<file path="src/rtl/serial_add16.sv">
// Nibble-serial adder: one 4-bit ripple-carry slice per clock, with the carry
// between nibbles held in a register so the combinational path is a single rca4b.

module rca4b (
  output logic [3:0] sum,
  output logic       c_out,
  input  logic [3:0] x,
  input  logic [3:0] y,
  input  logic       c_in
);

  logic [4:0] c;

  assign c[0] = c_in;

  for (genvar i = 0; i < 4; i++) begin : g_fa
    assign sum[i]   = x[i] ^ y[i] ^ c[i];
    assign c[i + 1] = (x[i] & y[i]) | (c[i] & (x[i] ^ y[i]));
  end

  assign c_out = c[4];

endmodule

module serial_add16 #(
  parameter int N_NIB = 4
) (
  input  logic                 clk,
  input  logic                 rst_n,
  input  logic                 start,
  input  logic [4*N_NIB-1:0]   a,
  input  logic [4*N_NIB-1:0]   b,
  input  logic                 c_in,
  output logic                 busy,
  output logic                 done,
  output logic [4*N_NIB-1:0]   sum,
  output logic                 c_out,
  output logic [1:0]           state_dbg
);

  localparam int         W    = 4 * N_NIB;
  localparam logic [2:0] LAST = 3'(N_NIB - 1);

  typedef enum logic [1:0] {
    IDLE = 2'd0,
    RUN  = 2'd1,
    DONE = 2'd2
  } state_t;

  state_t         state_q, state_d;
  logic [W-1:0]   op_a_q, op_b_q, work_q, work_d;
  logic [W-1:0]   sum_q;
  logic           c_out_q;
  logic           carry_q;
  logic [2:0]     cnt_q;
  logic [3:0]     nib_a, nib_b;
  logic [3:0]     rca_sum;
  logic           rca_cout;
  logic           last_nib;

  // Handshake: a request is taken on any rising edge where start=1 and busy=0;
  // while busy=1 start is ignored (no queueing), and done marks the one cycle
  // in which the new sum/c_out first become visible.

  always_comb begin
    nib_a = '0;
    nib_b = '0;
    for (int i = 0; i < N_NIB; i++) begin
      if (cnt_q == 3'(i)) begin
        nib_a = op_a_q[i*4 +: 4];
        nib_b = op_b_q[i*4 +: 4];
      end
    end
  end

  rca4b u_rca (
    .sum   (rca_sum),
    .c_out (rca_cout),
    .x     (nib_a),
    .y     (nib_b),
    .c_in  (carry_q)
  );

  // Work word with the current slice merged in, so the final nibble can be
  // published to sum on the same edge it is computed.
  always_comb begin
    work_d = work_q;
    for (int i = 0; i < N_NIB; i++) begin
      if (cnt_q == 3'(i)) begin
        work_d[i*4 +: 4] = rca_sum;
      end
    end
  end

  assign last_nib = (cnt_q == LAST);

  always_ff @(posedge clk) begin
    if (!rst_n) begin
      state_q <= IDLE;
    end else begin
      state_q <= state_d;
    end
  end

  always_comb begin
    state_d = state_q;
    busy    = 1'b0;
    done    = 1'b0;
    case (state_q)
      IDLE: begin
        if (start) begin
          state_d = RUN;
        end
      end
      RUN: begin
        busy = 1'b1;
        if (last_nib) begin
          state_d = DONE;
        end
      end
      DONE: begin
        busy    = 1'b1;
        done    = 1'b1;
        state_d = IDLE;
      end
      default: begin
        state_d = IDLE;
      end
    endcase
  end

  always_ff @(posedge clk) begin
    if (!rst_n) begin
      op_a_q  <= '0;
      op_b_q  <= '0;
      work_q  <= '0;
      carry_q <= 1'b0;
      cnt_q   <= 3'd0;
      sum_q   <= '0;
      c_out_q <= 1'b0;
    end else begin
      case (state_q)
        IDLE: begin
          if (start) begin
            op_a_q  <= a;
            op_b_q  <= b;
            carry_q <= c_in;
            cnt_q   <= 3'd0;
            work_q  <= '0;
          end
        end
        RUN: begin
          work_q  <= work_d;
          carry_q <= rca_cout;
          if (last_nib) begin
            sum_q   <= work_d;
            c_out_q <= rca_cout;
          end else begin
            cnt_q <= cnt_q + 3'd1;
          end
        end
        default: begin
        end
      endcase
    end
  end

  assign sum       = sum_q;
  assign c_out     = c_out_q;
  assign state_dbg = state_q;

endmodule
</file>
<file path="config.mk">
export PLATFORM = sky130hd
export DESIGN_NAME = serial_add16
export DESIGN_NICKNAME = d
export VERILOG_FILES = /design/src/rtl/serial_add16.sv
export SDC_FILE = /design/constraint.sdc
export NUM_CORES = 1
export LEC_CHECK = 0
export ABC_AREA = 1
export BUFFER_PORTS_ARGS = -buffer_cell sky130_fd_sc_hd__buf_2
export CORE_ASPECT_RATIO = 0.7
export CORE_MARGIN = 1.5
export CORE_UTILIZATION = 45
export DETAILED_ROUTE_END_ITERATION = 6
export PLACE_DENSITY = 0.67
export SYNTH_ARGS = -nofsm -noshare
export SYNTH_HDL_FRONTEND = slang
export SYNTH_SLANG_ARGS = --single-unit
</file>
<file path="constraint.sdc">
create_clock -name clk -period 4.2 [get_ports clk]
set_input_delay 0.63 -clock clk [delete_from_list [all_inputs] [get_ports clk]]
set_output_delay 0.63 -clock clk [all_outputs]
set_load 0.01 [all_outputs]
</file>
; After elaboration in Yosys (flattened, before gate mapping)
; Index checks and enable logic that the tools add are counted.
[word_totals]
ff_bits = 71
out_inout_bits = 21
word_cells = 70
in_bits = 36
[op_classes]
n_addsub = 1
mux = 24
bitwise_logic = 20
n_eq_ne = 8
reduce_logical = 9
[ops]
columns = operator, count
row1 = $mux 4, 12
row2 = $pmux 16 s2, 1
row3 = $mux 16, 1
row4 = $and 1x1->1, 8
row5 = $reduce_and 2->1, 4
row6 = $xor 1x1->1, 8
row7 = $eq 3x2->1 const B, 2
row8 = $mux 3, 2
row9 = $ne 2x2->1 const B, 3
row10 = $pmux 3 s2, 1
row11 = $mux 2, 2
row12 = $or 1x1->1, 4
row13 = $pmux 2 s2, 1
row14 = $add 3x1->3 const B, 1
row15 = $eq 3x1->1 const B, 1
row16 = $logic_not 3->1, 1
row17 = $mux 1, 3
row18 = $reduce_and 3->1, 1
row19 = $eq 2x1->1 const B, 1
row20 = $eq 2x2->1 const B, 1
row21 = $logic_not 2->1, 1
row22 = $pmux 1 s2, 1
row23 = $reduce_bool 2->1, 1
row24 = $reduce_or 2->1, 1

; Logic depth before layout (Yosys ltp)
[logic_depth]
ltp_word = 15
mapped_depth = 19
mapped_depth_nobuf = 18

; By module
; Synthesis repeated with hierarchy kept, for this count alone.
[unflattened]
cells_unflattened = 470
hier_area_um2 = 3255.6
[by_module_without_submodules]
columns = mod, area_per_inst_um2, instances, seq_area_each_um2, cells_each
row1 = serial_add16, 3138.0, 1, 1341.3, 456
row2 = rca4b, 117.6, 1, 0.0, 14

; Worst setup path before layout
; Ideal clock, no wire load.
[synth_path]
path_kind = reg2reg
from = register cnt_q[2]
to = register sum_q[11] (netlist: sum[11])
synth_period_minus_slack_ns = 3.237
stages_incl_launch_ff = 20
setup_slack_ns = 0.963
t_arrival_ns = 3.121
t_required_ns = 4.085
setup_time_ns = 0.115
path_buffers = 3
path_cell_list = dfxtp_1 -> inv_2 -> buf_2 -> ha_1 -> buf_4 -> inv_1 -> buf_2 -> nand2_1 -> inv_1 -> a21oi_1 -> fa_1 -> inv_1 -> fa_1 -> inv_1 -> fa_1 -> fa_1 -> nand3_1 -> nand2_1 -> o21ai_0 -> inv_1
[synth_between]
elab_chain_cells = 14
word_cells_on_any_way = 28
classes_between = eq/ne (3) / mux (9) / bitwise (14) / reduce/logical (2)
[synth_rtl]
columns = item, line_no
row1 = "start, declared", 55  ; logic [2:0] cnt_q;
row2 = "start signal, assigned", 159  ; cnt_q <= cnt_q + 3'd1;
row3 = $logic_not 3->1, 69  ; if (cnt_q == 3'(i)) begin
row4 = $mux 4 (4 in series), 69
row5 = $xor 1x1->1, 18  ; assign c[i + 1] = (x[i] & y[i]) | (c[i] & (x[i] ^ y[i]));
row6 = $and 1x1->1, 18
row7 = $or 1x1->1, 18
row8 = $and 1x1->1, 18
row9 = $or 1x1->1, 18
row10 = $and 1x1->1, 18
row11 = $or 1x1->1, 18
row12 = $xor 1x1->1, 17  ; assign sum[i] = x[i] ^ y[i] ^ c[i];
row13 = $mux 4, 89  ; if (cnt_q == 3'(i)) begin
row14 = "end signal, assigned", 156  ; sum_q <= work_d;
row15 = "end, declared", 52  ; logic [W-1:0] sum_q;
; Parallel ways exist; a longest one is shown, timed or not.
; A chain may end at the register's enable or synchronous reset.

; Worst setup path after layout
[layout_path]
from = register cnt_q[2]
to = register work_q[11]
[layout_between]
elab_chain_cells = 15
word_cells_on_any_way = 28
classes_between = eq/ne (3) / mux (10) / bitwise (14) / reduce/logical (1)
[layout_rtl]
columns = item, line_no
row1 = $logic_not 3->1, 69
row2 = $mux 4 (4 in series), 69
row3 = $xor 1x1->1, 18
row4 = $and 1x1->1, 18
row5 = $or 1x1->1, 18
row6 = $and 1x1->1, 18
row7 = $or 1x1->1, 18
row8 = $and 1x1->1, 18
row9 = $or 1x1->1, 18
row10 = $xor 1x1->1, 17
row11 = $mux 4 (*), 89
row12 = $pmux 16 s2 (*), 142  ; case (state_q)
row13 = "end signal, assigned", 153  ; work_q <= work_d;
row14 = "end, declared", 51  ; logic [W-1:0] op_a_q, op_b_q, work_q, work_d;
; Every way passes the cells marked *; elsewhere a longest branch is shown, timed or not.

==> flow_summary.ini <==
[timing]
rsz0062_at_grt = no
setup_viol = 0
drv_slew = 0
max_freq_mhz = 276
worst_pin_slew_ns = 0.661
finalWorstSetupSlack_ns = 0.581
clock_skew_ns = 0.00733
timing.setup.tns_ns = 0
hold_ws_ns = 0.463
fin_crit_ns = 3.62
timing.final.hold_violations = 0
relSlewSlack = 0.559
fin_crit_sh = 0.862

[global_routing]
grt-ovfl-total = 0
grt_pass1_wl_um = 12600
grt_max_degree = 44
first_global_vias = 2739
grt_usage = 0.210
antenna_found_initial = 0

[pwr]
power_frac_clock = 0.364
p_sw_mw = 0.393
p_leak_nw = 1.77
p_sw_frac = 0.279
intPower_mw = 1.02
pwr-share-seq = 0.487
comb_power_share = 0.149
ir_drop_mv = 0.144
power_density_mw_per_mm2 = 390

[clocking]
cts_buffer_depth = 2
cts_sinks = 67
clk_pin_slew_worst_paths_ns = 0.07
clk-insertion-delay-late_ns = 0.35
cts_buffers = 9
postCtsSetupBuffers = 0
ctsHoldBuffers = 0
cts_resized = 0
cts_root_buf = clkbuf_8
cts_tree = built
htreeDepth = 3

[worst_setup_path]
crit_path_start_kind = register
worstSetupEndpointType = register
slowest_delay_ns = 0.55
timing_worst_setup_path_type = register to register
r2r_setup_slack_ns = 0.58
crit_path_max_fanout = 26
worstPathRequired_ns = 4.47
arrival_ns = 3.89
worstPathCellList = inv_2, ha_1, inv_1, o21ai_0, inv_1, nand2_1, nand2_1, fa_1, inv_1, fa_1, inv_1, fa_1, fa_1, nand3_1, nand2_1, nand2_1, a21oi_1
cpMaxStageDelayCell = fa_1

[layout]
diodes = 0
area_delta_synth_final_pct = 13.2
regArea_mm2 = 0.00134
fin_nets = 546
fillers = 740
multi_input_area_mm2 = 0.00151
drive_gt1_frac = 0.163

[synthesis]
synthCells = 455
synth_top_area_share = 0.420
synthTopCellsByArea = dfxtp_1 (42%), nand2_1 (11%), nor2_1 (11%)
syn_area_mm2 = 0.00319
synthArstFlopShare = 0
synth_edf_count = 0
synth_area_per_cell_um2 = 7.01
synth_cell_types = 24
yosysMostFrequentCell = nand2_1
ys_seq_elements = 67
yosysSeqAreaShare = 0.420
synth_top_area_cell = dfxtp_1
synth_ff_type = dfxtp_1
synth.net_count = 503
synth_commonest_cells = nand2_1 (96), nor2_1 (90), dfxtp_1 (67), o21ai_0 (48), inv_1 (36)
yosys_warnings = 0

[die]
dieArea_mm2 = 0.00761
ioPinCount = 57
fp.dieH_um = 73.5
die-width_um = 104
coreArea_mm2 = 0.00682
rows = 25
initial_core_util = 0.468

[detailed_routing]
wl_per_cell_um = 12.3
postRouteAntennaNets = 0
num_vias = 2886
first_pass_iters = 5
via_per_inst = 4.83
drt_iter0_drc = 172
totalWireLength_um = 7370
drc_errors = 0

[place]
place_congestion = 0.846
dp_worst_setup_slack_ns = 0.636
dp_hpwl_um = 5210
io_buffer_count = 56

[status]
outcome = finished, final reports clean

[run]
max-cap-violations = 0

[min_path]
hold_class = register to register
flip-flops by register name (all words and copies together), names as in the netlist:
name,flops
sum,16
cnt_q,3
carry_q,1
c_out,1
op_a_q,16
state_dbg,2
work_q,12
op_b_q,16
layout make-up:
cell class                      count  area share
Sequential cell                    67       0.371
Inverter                           42      0.0443
Multi-Input combinational cell    320       0.419
Tap cell                           94      0.0326
Clock inverter                      5      0.0149
Clock buffer                       11      0.0364
Timing Repair Buffer               58      0.0817
cells in the final DEF (no fill, tap or decap):
master and n:
a21oi_4 1, nand3_1 33, buf_4 2, a31oi_1 3
o21ai_1 5, fa_1 4, o21ai_0 48, or2_2 1
inv_4 1, clkbuf_1 2, buf_2 56, ha_1 8
clkinv_4 1, nor2_1 90, nand2_1 96, inv_2 5
a21oi_1 27, inv_1 36, nand3b_1 1, clkinv_2 3
nand2_2 2, a21boi_0 1, bufinv_16 1, dfxtp_1 67
clkbuf_8 9
cells by family (layout without fill, tap and decap cells):
| family | after synthesis | count (layout) | synth area share |
|---|---|---|---|
| flops | 67 | 67 | 0.420 |
| simple gates | 223 | 223 | 0.279 |
| compound gates | 85 | 85 | 0.139 |
| fa+ha+maj | 12 | 12 | 0.0565 |
| buf+inv | 68 | 116 | 0.105 |
routing by layer:
layer	global-route usage	part of all wire	vias up	wire [um]
li1	-	-	1527	-
met1	0.274	0.50	1280	3680
met2	0.331	0.43	71	3150
met3	0.0586	0.063	8	463
met4	0.0926	0.011	0	80
met5	0	0	-	0
stage by stage:
step	cell area (um^2)	utilization	power [mW]	std cells
3_5_place_dp	3430	0.503	0.912	581
4_1_cts	3610	0.530	1.42	597
2_1_floorplan	3190	-	0.859	455
5_1_grt	3610	0.530	1.49	597
3_3_place_gp	3430	0.503	0.910	581
6_report	3610	0.530	1.41	597
critical path: cells and delay by family (launching register included):
family	cells	cell delay, ns
adder cells (fa/ha/maj)	5	1.83
AO/OA/AOI/OAI	2	0.25
AND/OR/NAND/NOR	5	0.39
flip-flops	1	0.34
buffers and inverters	5	0.73
power by group through the flow:
| stage | clock, mW | combinational (mW) | sequential (mW) |
|---|---|---|---|
| CTS | 0.524 | 0.212 | 0.687 |
| global route | 0.553 | 0.247 | 0.690 |
| detailed placement | 0 | 0.210 | 0.701 |
| finish | 0.512 | 0.210 | 0.687 |
| floorplan | 0 | 0.165 | 0.694 |
| global placement | 0 | 0.209 | 0.701 |
worst paths after layout:
check	start	end	depth (start not counted)
worst max-delay path	cnt_q[2]	work_q[11]	17
worst min-delay path	op_a_q[6]	op_a_q[6]	2
worst max register to register	cnt_q[2]	work_q[11]	17
worst min register to register	op_a_q[6]	op_a_q[6]	2
Note: power is estimated with default switching activity, not from simulation.
